[src/rtl/calc_op_sequencer.sv]
// calc_op_sequencer: accepts calculator ops, drives the ALU operands and returns registered flagged results
module calc_op_sequencer #(
    parameter int W = 11
) (
    input  logic         CLK,
    input  logic         RST,
    input  logic         IN_VALID,
    output logic         IN_READY,
    input  logic [W-1:0] IN_A,
    input  logic [W-1:0] IN_B,
    input  logic [2:0]   IN_OP,
    input  logic         IN_CHAIN,
    output logic [W:0]   ALU_A,
    output logic [W:0]   ALU_B,
    output logic [2:0]   ALU_CTRL,
    input  logic [W:0]   ALU_RESULT,
    output logic         OUT_VALID,
    input  logic         OUT_READY,
    output logic [W-1:0] OUT_RESULT,
    output logic         OUT_ZERO,
    output logic         OUT_NEG,
    output logic         OUT_OVF,
    output logic         OUT_ERR
);
    typedef enum logic [1:0] {IDLE, ISSUE, HOLD} state_t;

    state_t         state_q, state_d;
    logic [W:0]     alu_a_q, alu_a_d, alu_b_q, alu_b_d;
    logic [2:0]     alu_ctrl_q, alu_ctrl_d;
    logic [W-1:0]   acc_q, acc_d, res_q, res_d;
    logic           err_q, err_d, arith_q, arith_d;
    logic           valid_q, valid_d, zero_q, zero_d, neg_q, neg_d, ovf_q, ovf_d, oerr_q, oerr_d;
    logic [W-1:0]   src_a, issue_res;
    logic           legal, issue_ovf;

    assign src_a     = IN_CHAIN ? acc_q : IN_A;
    assign legal     = (IN_OP != 3'b000) && (IN_OP <= 3'b101);
    assign issue_res = err_q ? '0 : ALU_RESULT[W-1:0];
    assign issue_ovf = arith_q & (ALU_RESULT[W] ^ ALU_RESULT[W-1]);

    always_comb begin
        state_d    = state_q;
        alu_a_d    = alu_a_q;
        alu_b_d    = alu_b_q;
        alu_ctrl_d = alu_ctrl_q;
        acc_d      = acc_q;
        err_d      = err_q;
        arith_d    = arith_q;
        valid_d    = valid_q;
        res_d      = res_q;
        zero_d     = zero_q;
        neg_d      = neg_q;
        ovf_d      = ovf_q;
        oerr_d     = oerr_q;
        unique case (state_q)
            IDLE: if (IN_VALID) begin
                alu_a_d    = {src_a[W-1], src_a};
                alu_b_d    = {IN_B[W-1], IN_B};
                alu_ctrl_d = legal ? IN_OP : 3'b101;
                err_d      = !legal;
                arith_d    = (IN_OP == 3'b001) || (IN_OP == 3'b010);
                state_d    = ISSUE;
            end
            ISSUE: begin
                res_d   = issue_res;
                zero_d  = issue_res == '0;
                neg_d   = issue_res[W-1];
                ovf_d   = issue_ovf;
                oerr_d  = err_q;
                valid_d = 1'b1;
                acc_d   = (!err_q && !issue_ovf) ? ALU_RESULT[W-1:0] : acc_q;
                state_d = HOLD;
            end
            HOLD: if (OUT_READY) begin
                valid_d = 1'b0;
                state_d = IDLE;
            end
            default: state_d = IDLE;
        endcase
    end

    always_ff @(posedge CLK) begin
        if (RST) begin
            state_q    <= IDLE;
            alu_a_q    <= '0;
            alu_b_q    <= '0;
            alu_ctrl_q <= 3'b000;
            acc_q      <= '0;
            err_q      <= 1'b0;
            arith_q    <= 1'b0;
            valid_q    <= 1'b0;
            res_q      <= '0;
            zero_q     <= 1'b0;
            neg_q      <= 1'b0;
            ovf_q      <= 1'b0;
            oerr_q     <= 1'b0;
        end else begin
            state_q    <= state_d;
            alu_a_q    <= alu_a_d;
            alu_b_q    <= alu_b_d;
            alu_ctrl_q <= alu_ctrl_d;
            acc_q      <= acc_d;
            err_q      <= err_d;
            arith_q    <= arith_d;
            valid_q    <= valid_d;
            res_q      <= res_d;
            zero_q     <= zero_d;
            neg_q      <= neg_d;
            ovf_q      <= ovf_d;
            oerr_q     <= oerr_d;
        end
    end

    assign IN_READY   = (state_q == IDLE) && !RST;
    assign ALU_A      = alu_a_q;
    assign ALU_B      = alu_b_q;
    assign ALU_CTRL   = alu_ctrl_q;
    assign OUT_VALID  = valid_q;
    assign OUT_RESULT = res_q;
    assign OUT_ZERO   = zero_q;
    assign OUT_NEG    = neg_q;
    assign OUT_OVF    = ovf_q;
    assign OUT_ERR    = oerr_q;
endmodule

[config.mk]
export PLATFORM = sky130hd
export DESIGN_NAME = calc_op_sequencer
export DESIGN_NICKNAME = d
export VERILOG_FILES = /design/src/rtl/calc_op_sequencer.sv
export SDC_FILE = /design/constraint.sdc
export NUM_CORES = 1
export LEC_CHECK = 0
export BUFFER_PORTS_ARGS = -buffer_cell sky130_fd_sc_hd__buf_2
export CAP_MARGIN = 20
export CORE_AREA = 2 2 83 69
export DETAILED_ROUTE_END_ITERATION = 12
export DIE_AREA = 0 0 85 71
export PLACE_DENSITY_LB_ADDON = 0.2
export SYNTH_ARGS = -nofsm -noshare
export SYNTH_HDL_FRONTEND = slang
export SYNTH_SLANG_ARGS = --single-unit
[constraint.sdc]
create_clock -name CLK -period 3.3 [get_ports CLK]
set_input_delay 0.495 -clock CLK [delete_from_list [all_inputs] [get_ports CLK]]
set_output_delay 0.495 -clock CLK [all_outputs]
set_load 0.02 [all_outputs]
Word level (Yosys, flattened, before mapping). Index checks and enable logic that the tools add are counted.

Register bits after elaboration: 56. Latch bits: 0. Memory bits (writable): 0. Memory bits (read-only): 0. Bits of input ports: 42. Output and inout bits: 44. Word-level logic and storage cells: 46. Memories: 0.

Add/subtract/negate cells: 0. $mul: 0. Divide/modulo/power cells: 0. Order comparisons: 1. Equal/unequal tests: 6. Shift-type cells: 0. Mux-type cells: 8. Bitwise gates (word level): 2. Reductions and logical operators: 16.

Operators with widths (number): 11-bit two-way mux (2); 11-bit zero test (1); 2-bit AND reduction (4); 2-bit case mux with 3 select lines (1); 1-bit zero test (4); 2-bit two-way mux (2); 2-bit != test, second input constant (2); 3-bit by 1-bit equality test with 1-bit output, second input constant (1); 3-bit by 2-bit equality test with 1-bit output, second input constant (1); 3-bit <= comparator, second input constant (1); 1-bit logical AND (3); 3-bit two-way mux (1); 3-bit nonzero test (1); 2-bit by 1-bit equality test with 1-bit output, second input constant (1); 2-bit equality test, second input constant (1); 2-bit zero test (1); 1-bit case mux with 2 select lines (1); 2-bit nonzero test (1); 1-bit AND (1); 1-bit logical OR (1); 1-bit two-way mux (1); 1-bit bitwise XOR (1).

Depth between registers and ports, before layout.
Depth after elaboration: 5. Gate-level depth with buffers: 6. Mapped depth without buffers: 3.

Worst setup path before layout. OpenSTA, ideal clock, no wires.

Path kind: input to output. Start: in RST. End: out IN_READY. Arrival time: 1.323 ns. Data required time: 2.805 ns. Setup slack: 1.482 ns. Cell stages on the path: 3. Path buffers: 2. Cell sequence: clkbuf_1 > clkbuf_1 > nor3_1.

Word-level cells in the longest chain between the ends: 2.

Ends and longest elaborated chain: from (decl) (RTL line 6) `input logic RST,`; 1-bit zero test (RTL line 114) `assign IN_READY = (state_q == IDLE) && !RST;`; 1-bit logical AND (RTL line 114); to (decl) (RTL line 8) `output logic IN_READY,`.

Every way passes these cells.

Worst setup path in the final report.
Start: reg state_q[1]. End: reg arith_q.

Word-level cells in the longest chain between the ends: 2.

Ends and longest elaborated chain: from (decl) (RTL line 27) `state_t state_q, state_d;`; from (signal assigned) (RTL line 98) `state_q <= state_d;`; 2-bit zero test (RTL line 55) `unique case (state_q)`; 2-bit AND reduction (no line); to (signal assigned) (RTL line 104) `arith_q <= arith_d;`; to (decl) (RTL line 31) `logic err_q, err_d, arith_q, arith_d;`.

Every way passes these cells. A chain may end at the register's enable or synchronous reset.

==> results.py <==
metrics = {
    "sta": {
        "worst_slew_pin_slew_ps": 788.7,
        "fmax_mhz": 569.4,
        "final.period_utilization_pct": 53.22,
        "final.setup_skew_ps": 7.434,
        "slew_viol_final": 0,
        "report.final.hold_viol_count": 0,
        "rsz0062_at_grt": "false",
        "relSlewSlack_pct": 47.31,
        "min_period_ps": 1756,
        "setup_viol": 0,
        "fin_setup_tns_ps": 0,
        "holdWs_ps": 412.8,
        "setup_ws_ps": 1544,
    },
    "global_routing": {
        "grt_util_all_layers_pct": 17.42,
        "grt_pass1_vias": 1728,
        "antenna_found_initial": 0,
        "grt_max_degree": 39,
        "grt_pass1_wl_um": 8480,
        "overflow": 0,
    },
    "clocking": {
        "htree_levels": 2,
        "clk_pin_slew_worst_paths_ps": 90,
        "cts_tree": "yes",
        "clockBufferDepth": 2,
        "numCtsBuffers": 5,
        "clock_latency_ps": 300,
        "cts_hold_buf": 0,
        "postCtsSetupBuffers": 0,
        "cts.sinks": 55,
        "root_buffer": "clkbuf_8",
        "cts-resized-gates": 0,
    },
    "critical_path": {
        "worst_ep_required_time_ps": 3550,
        "crit_type": "flop to flop",
        "crit_fanout": 17,
        "slowest_delay_ps": 670,
        "r2r_slack_ps": 1540,
        "cp_data_arrival_time_ps": 2000,
        "crit_buf_inv": 0,
        "worst_setup_path_start_kind": "flop",
        "cpMaxStageDelayCell": "or3b_1",
        "crit_family": "simple AND/OR/NAND/NOR gates",
        "worstPathCellList": "or3b_1, or3_1, a21oi_2",
        "end_kind": "flop",
    },
    "power_and_ir_drop": {
        "worst_ir_drop_vdd_uv": 229.9,
        "swShare_pct": 28.66,
        "clockPowerShare_pct": 27.0,
        "p_int_uw": 952.0,
        "seqPwrFrac_pct": 55.0,
        "p_leak_uw": 0.001215,
        "power-per-cell-area_nw_per_um2": 480.0,
        "combPwrFrac_pct": 18.0,
        "power_switching_uw": 382.4,
    },
    "routing": {
        "wire_per_inst_um": 12.92,
        "drtPass1Iterations": 4,
        "num_vias": 1915,
        "vias_per_cell": 4.885,
        "drc": 0,
        "drtIter0Drc": 75,
        "postRouteAntennaNets": 0,
        "routed_wl_um": 5063,
    },
    "synthesis": {
        "syn_inst": 254,
        "netlist_area_um2": 2282,
        "synth_fp_nets": 296,
        "synth_edf_count": 0,
        "ys_ff_latch": 55,
        "avgSynthCellArea_um2": 8.985,
        "ys_async_sr_fraction_pct": 0,
        "synth_top_cell_area_share_pct": 48.25,
        "yosys.area.top_type": "dfxtp_1",
        "yosysSeqAreaShare_pct": 48.25,
        "yosysWarnings": 0,
        "ys.flop_type": "dfxtp_1",
        "synth.top_cells.by_count": "dfxtp_1 (55), nand2_1 (32), a21oi_1 (24)",
        "yosysMostFrequentCell": "dfxtp_1",
        "synth_cell_types": 31,
        "synth.area.top_cells": "dfxtp_1 (48%), mux2i_1 (9.2%), nand2b_1 (6.0%), a21oi_1 (5.3%), nand2_1 (5.3%)",
    },
    "floorplan": {
        "fp.dieW_um": 85,
        "die_area_um2": 6035,
        "die_h_um": 71,
        "start_util_pct": 43.43,
        "coreArea_um2": 5255,
        "io_pins": 86,
        "rows": 24,
    },
    "place": {
        "place_ws_ps": 1452,
        "dp_hpwl_um": 3572,
        "place.gp.congestion": 0.7988,
        "io_buffers": 85,
    },
    "cells_and_area": {
        "num_antenna_cells": 0,
        "fill_cells": 532,
        "areaGrowthSynthToFinish_pct": 21.82,
        "drive_above_1_share_pct": 30.28,
        "final_net_count": 368,
    },
    "status": {
        "status": "completed",
    },
    "job": {
        "cap_violations": 0,
    },
    "worst_hold_path": {
        "min_path_type": "input pin to flop",
    },
}
[layout make-up]
class                      count  area (um2)  share of cell area (%)
tap                           65       81.33                   2.925
sequential                    55        1101                   39.60
clock buffer                   6       72.57                   2.610
multi-input combinational    176        1065                   38.30
timing repair buffer          88       447.9                   16.11
clock inverter                 2       12.51                  0.4500
[layout by cell type (no fill, tap or decap), drive strengths merged, types with 2 or more instances in the layout]
cell	count
nor2	21
buf	88
a21oi	25
nand2	32
nor3	8
nand3b	9
xnor2	2
or3b	3
a211oi	12
mux2i	21
dfxtp	55
clkbuf	6
nor4	2
o21ai	5
nand2b	22
and2	2
nor3b	2
a22oi	3
[final timing paths]
path	startpoint	to	cells after the start
setup / recovery	state_q[1]	arith_q	3
hold / removal	IN_VALID	state_q[0]	2
setup reg to reg	state_q[1]	arith_q	3
hold reg to reg	ALU_B[7]	ALU_B[7]	2
[worst register-to-register path: cells and delay by family, from the launching register on]
family,cells,cell delay (ps)
AOI/OAI and AO/OA,1,130
DFF,1,420
and+or+nand+nor,2,1140
[state kept, by name (all words and copies together) (netlist names)]
name / count
ALU_CTRL: 3
state_q: 2
OUT_ZERO: 1
OUT_RESULT: 11
acc_q: 11
OUT_VALID: 1
ALU_B: 11
OUT_OVF: 1
OUT_ERR: 1
err_q: 1
arith_q: 1
ALU_A: 11
[through the flow]
stage | instances | total power (uW) | area [um2] | utilization, %
global placement | 384 | 988.4 | 2695 | 51.29
global route | 392 | 1416 | 2780 | 52.90
floorplan | 254 | 910.0 | 2282 | -
CTS | 392 | 1350 | 2780 | 52.90
finish | 392 | 1334 | 2780 | 52.90
detailed placement | 384 | 990.6 | 2695 | 51.29
[cell families (layout without fill, tap and decap cells)]
group | after synthesis | after routing | synth area share [%]
flops | 55 | 55 | 48.25
mux | 21 | 21 | 9.210
compound gates | 46 | 46 | 11.95
simple gates | 106 | 106 | 24.34
buf+inv | 23 | 96 | 5.099
xor+xnor | 3 | 3 | 1.152
[power groups by stage]
stage,clock (uW),sequential [uW],combinational (uW)
2_1_floorplan,0,781,129
3_3_place_gp,0,749,240
3_5_place_dp,0,750,241
4_1_cts,373,734,242
5_1_grt,410,741,265
6_report,360,734,240
[per-layer routing]
metal	part of all wire, %	vias up	GRT usage, %
li1	-	1011	-
met2	40	62	24.65
met3	6.9	5	6.184
met4	0.85	0	4.233
met1	52	837	25.35
met5	0	-	0
No activity file was read; power rests on OpenSTA's default activity.
